==> src/rtl/pong_match_controller.sv <==
// Pong match sequencer: owns the scores and decides when the ball runs, is
// re-centred and which way it is served; turns border misses into points.
module pong_match_controller #(
  parameter int unsigned WIN_SCORE   = 10,
  parameter int unsigned SERVE_TICKS = 64,
  parameter int unsigned POINT_TICKS = 32,
  parameter int unsigned CNT_W       = 8
) (
  input  logic       CLOCK_50,
  input  logic       reset,
  input  logic       tick,
  input  logic       start,
  input  logic       pause,
  input  logic       miss_left,
  input  logic       miss_right,
  output logic       ball_run,
  output logic       ball_reset,
  output logic       serve_dir,
  output logic [3:0] p1_score,
  output logic [3:0] p2_score,
  output logic       game_over,
  output logic       winner,
  output logic [2:0] state_o
);

  typedef enum logic [2:0] {
    S_IDLE      = 3'd0,
    S_SERVE     = 3'd1,
    S_RALLY     = 3'd2,
    S_POINT     = 3'd3,
    S_PAUSED    = 3'd4,
    S_GAME_OVER = 3'd5
  } state_t;

  localparam logic [3:0]       WIN       = 4'(WIN_SCORE);
  localparam logic [CNT_W-1:0] SERVE_CNT = CNT_W'(SERVE_TICKS);
  localparam logic [CNT_W-1:0] POINT_CNT = CNT_W'(POINT_TICKS);
  localparam logic [CNT_W-1:0] CNT_ONE   = CNT_W'(1);

  state_t           state;
  logic [CNT_W-1:0] counter;

  assign state_o = state;

  // Match FSM; every output is a register updated alongside the state.
  always_ff @(posedge CLOCK_50) begin
    if (reset) begin
      state      <= S_IDLE;
      counter    <= '0;
      ball_run   <= 1'b0;
      ball_reset <= 1'b0;
      serve_dir  <= 1'b0;
      p1_score   <= 4'd0;
      p2_score   <= 4'd0;
      game_over  <= 1'b0;
      winner     <= 1'b0;
    end else begin
      ball_reset <= 1'b0;
      case (state)
        S_IDLE, S_GAME_OVER: begin
          ball_run <= 1'b0;
          if (start) begin
            state      <= S_SERVE;
            p1_score   <= 4'd0;
            p2_score   <= 4'd0;
            counter    <= SERVE_CNT;
            ball_reset <= 1'b1;
            serve_dir  <= 1'b0;
            game_over  <= 1'b0;
          end
        end

        S_SERVE: begin
          ball_run <= 1'b0;
          if (tick) begin
            counter <= counter - CNT_ONE;
            if (counter == CNT_ONE) begin
              state    <= S_RALLY;
              ball_run <= 1'b1;
            end
          end
        end

        S_RALLY: begin
          if (miss_left || miss_right) begin
            // Simultaneous misses are a glitch: no point awarded.
            state    <= S_POINT;
            counter  <= POINT_CNT;
            ball_run <= 1'b0;
            if (miss_left && !miss_right) begin
              if (p2_score < WIN) p2_score <= p2_score + 4'd1;
              serve_dir <= 1'b0;
            end else if (miss_right && !miss_left) begin
              if (p1_score < WIN) p1_score <= p1_score + 4'd1;
              serve_dir <= 1'b1;
            end
          end else if (pause) begin
            state    <= S_PAUSED;
            ball_run <= 1'b0;
          end else begin
            ball_run <= 1'b1;
          end
        end

        S_PAUSED: begin
          if (!pause) begin
            state    <= S_RALLY;
            ball_run <= 1'b1;
          end else begin
            ball_run <= 1'b0;
          end
        end

        S_POINT: begin
          ball_run <= 1'b0;
          if (tick) begin
            counter <= counter - CNT_ONE;
            if (counter == CNT_ONE) begin
              if ((p1_score == WIN) || (p2_score == WIN)) begin
                state     <= S_GAME_OVER;
                game_over <= 1'b1;
                winner    <= (p2_score == WIN);
              end else begin
                state      <= S_SERVE;
                counter    <= SERVE_CNT;
                ball_reset <= 1'b1;
              end
            end
          end
        end

        default: begin
          state     <= S_IDLE;
          ball_run  <= 1'b0;
          game_over <= 1'b0;
        end
      endcase
    end
  end

endmodule

==> config.mk <==
export PLATFORM = sky130hd
export DESIGN_NAME = pong_match_controller
export DESIGN_NICKNAME = d
export VERILOG_FILES = /design/src/rtl/pong_match_controller.sv
export SDC_FILE = /design/constraint.sdc
export NUM_CORES = 1
export LEC_CHECK = 0
export ABC_AREA = 1
export CORE_UTILIZATION = 45
export DETAILED_ROUTE_END_ITERATION = 7
export PLACE_DENSITY = 0.68
export SYNTH_ARGS = -nofsm -noshare
export SYNTH_HDL_FRONTEND = slang
export SYNTH_SLANG_ARGS = --single-unit
==> constraint.sdc <==
create_clock -name CLOCK_50 -period 2.85 [get_ports CLOCK_50]
set_clock_uncertainty 0.2 [all_clocks]
set_input_delay 0.285 -clock CLOCK_50 [delete_from_list [all_inputs] [get_ports CLOCK_50]]
set_output_delay 0.285 -clock CLOCK_50 [all_outputs]
set_load 0.05 [all_outputs]
==> metrics.yaml <==
yosys:
  synth_top_family_by_area: "simple AND/OR/NAND/NOR gates"
  yosys.area_share.xor_xnor: 0.0112
  synth_fp_nets: 250
  syn_inst: 234
  avgSynthCellArea_sq_um: 6.66
  synth_simple_gate_area_frac: 0.405
  async_flop_share: 0
  synth_edf_count: 0
  yosysSeqAreaShare: 0.308
  yosys.area.top_type: "dfxtp_1"
  ys_top_cells_by_area: "dfxtp_1 (31%), nand2_1 (12%), nor2_1 (8.4%)"
  netlist_top_cells_count: "nand2_1 (48), nor2_1 (35), inv_1 (27)"
  synthFlopType: "dfxtp_1"
  yosysTopAreaCellShare: 0.308
  synth_area_sq_mm: 0.00156
  synth_compound_area_frac: 0.119
  ys_warn_count: 0
  synth_cell_types: 29
  synth-adder-area-share: 0.0723
  yosysMostFrequentCell: "nand2_1"
  synth.ff_latch_count: 24
  synth_mux_area_frac: 0
finish:
  antennaDiodeCount: 0
  layout.nets: 276
  seq_area_sq_um: 480
  postLayoutCoreUtil: 0.592
  multi_input_area_sq_um: 946
  fillers: 339
  areaGrowthSynthToFinish_pct: 20.8
  drive_gt1_frac: 0.108
  design_area_sq_mm: 0.00188
pwr:
  combPwrFrac: 0.639
  power.density_mw_per_mm2: 1180
  peakVddDrop_mv: 0.494
  swShare: 0.528
  p_int_w: 0.00105
  power_frac_seq: 0.248
  switchingPower_w: 0.00117
  p_clk_frac: 0.113
  leakage_nw: 0.832
setup_path:
  end_kind: "primary output"
  startpoint_type: "register"
  cp.arrival_ns: 1.69
  path_cells: "clkdlybuf4s50_1"
  r2r_end: "p2_score[1]"
  r2r.worst_path.cells: 7
  slowest_stage: "clkdlybuf4s50_1"
  path_buf_inv: 1
  rrSetupSlack_ns: 1.01
  slowest_delay_ns: 0.86
  crit_type: "register to primary output"
  worstPathRequired_ns: 2.37
  crit_family: "buffers and inverters"
  worstPathMaxFanout: 6
  reg2reg_from: "state_o[1]"
grt:
  grt_max_degree: 15
  grt_antenna_before_repair: 0
  grt-ovfl-total: 0
  grt_pass1_vias: 1301
  grt_use_total: 0.209
  grt_pass1_wl_um: 5850
floorplan:
  core_sq_mm: 0.00318
  start_util: 0.490
  io_pins: 23
  fp.dieH_um: 60.8
  row_count: 20
  die_x_um: 60.8
  dieArea_sq_mm: 0.00370
timing:
  slew_headroom: 0.664
  post-route-period-util: 0.763
  hold_viol: 0
  fmax_ghz: 0.460
  finalMaxSlewViolations: 0
  fin_crit_ns: 2.17
  rsz0062_at_grt: "false"
  worst_pin_slew_ns: 0.502
  final.setup.tns_ns: 0
  finalSetupViolCount: 0
clock_network:
  postCtsSetupBuffers: 0
  cts_buffers: 3
  cts_sinks: 24
  clock_latency_ns: 0.32
  cts-root-buf: "clkbuf_4"
  clk_pin_slew_ns: 0.13
  clock_path_buffers: 2
  cts_tree: "built"
  ctsHoldBuffers: 0
  htreeDepth: 1
  cts_resized: 0
drt:
  first_iter_violations: 83
  drt_wl_total_um: 3510
  post_drt_wl_per_cell_um: 11.6
  vias_per_cell: 4.98
  ant_nets: 0
  firstDrtPassIters: 4
  post-route-drc-count: 0
  dr_total_vias: 1508
min_path:
  hp-start: "game_over"
  holdPathStages: 2
  holdPathEnd: "game_over"
  min_path_type: "register to register"
place:
  dp_hpwl_um: 2660
  gp_congestion: 0.891
  place_area_sq_mm: 0.00183
  io_buffers: 22
flow_run:
  drv_cap: 0
outcome:
  status: "finished clean"
[power groups by stage]
stage          Combinational, W  Clock [W]  Sequential (W)
2_1_floorplan          0.000910          0        0.000726
3_5_place_dp            0.00140          0        0.000557
6_report                0.00142   0.000249        0.000550
4_1_cts                 0.00141   0.000258        0.000549
3_3_place_gp            0.00141          0        0.000558
5_1_grt                 0.00157   0.000272        0.000567
[final cells by class]
cell class | instances | share of cell area
Sequential cell | 24 | 0.255
Multi-Input combinational cell | 175 | 0.503
Clock inverter | 1 | 0.0160
Timing Repair Buffer | 22 | 0.117
Tap cell | 44 | 0.0293
Inverter | 34 | 0.0678
Clock buffer | 3 | 0.0120
[registers in the layout, indices dropped and copies added (netlist names)]
signal / count
state_o: 3
p2_score: 4
p1_score: 4
serve_dir: 1
ball_run: 1
winner: 1
game_over: 1
counter: 8
ball_reset: 1
[cell families after synthesis]
logic type / count (synthesis)
AND/OR/NAND/NOR: 129
AO/OA/AOI/OAI: 35
buffers and inverters: 35
flip-flops: 24
adder cells (fa/ha/maj): 9
XOR/XNOR: 2
[how the worst max path moves through the flow]
| stage | startpoint | cells past startpoint | end | slack [ns] |
|---|---|---|---|---|
| after floorplan | p2_score[0] | 10 | counter[2] | 0.90 |
| after global placement | miss_left | 9 | p2_score[1] | 0.73 |
| after detailed placement | miss_left | 9 | p2_score[1] | 0.73 |
| after CTS | state_o[0] | 1 | state_o[0] | 0.66 |
| after global routing | state_o[0] | 1 | state_o[0] | 0.58 |
| final | state_o[0] | 1 | state_o[0] | 0.68 |
[placed cells by master (no fill, tap or decap), types with 2 or more instances in the layout]
cell | netlist | layout
a21oi_1 | 20 | 20
a31oi_1 | 3 | 3
clkbuf_4 | 0 | 3
clkdlybuf4s50_1 | 0 | 22
dfxtp_1 | 24 | 24
ha_1 | 9 | 9
inv_1 | 27 | 27
inv_2 | 7 | 7
nand2_1 | 48 | 48
nand2_2 | 5 | 5
nand2_4 | 2 | 2
nand3_1 | 15 | 15
nand4_1 | 4 | 4
nor2_1 | 35 | 35
nor2_2 | 2 | 2
nor3_1 | 8 | 8
nor3_2 | 3 | 3
o21ai_0 | 4 | 4
o21ai_1 | 6 | 6
[layer usage]
| metal | vias up | track usage | wire (um) |
|---|---|---|---|
| li1 | 804 | - | - |
| met2 | 30 | 0.328 | 1500 |
| met5 | - | 0 | 0 |
| met3 | 4 | 0.0469 | 152 |
| met1 | 670 | 0.300 | 1830 |
| met4 | 0 | 0.0292 | 26 |
[through the flow]
step / hold slack (ns) / cells / worst slack (ns) / power, W
after floorplan: 0.154 / 234 / 0.902 / 0.00164
after global placement: 0.252 / 299 / 0.726 / 0.00196
after detailed placement: 0.258 / 299 / 0.727 / 0.00196
after CTS: 0.280 / 303 / 0.655 / 0.00222
after global routing: 0.292 / 303 / 0.580 / 0.00241
final: 0.277 / 303 / 0.676 / 0.00221
[worst min-delay path: cells and delay by family, from the launching register on]
kind	cells	cell delay [ns]
AO/OA/AOI/OAI	1	0.05
flip-flops	1	0.34
AND/OR/NAND/NOR	1	0.06
(Power assumes the default switching activity.)
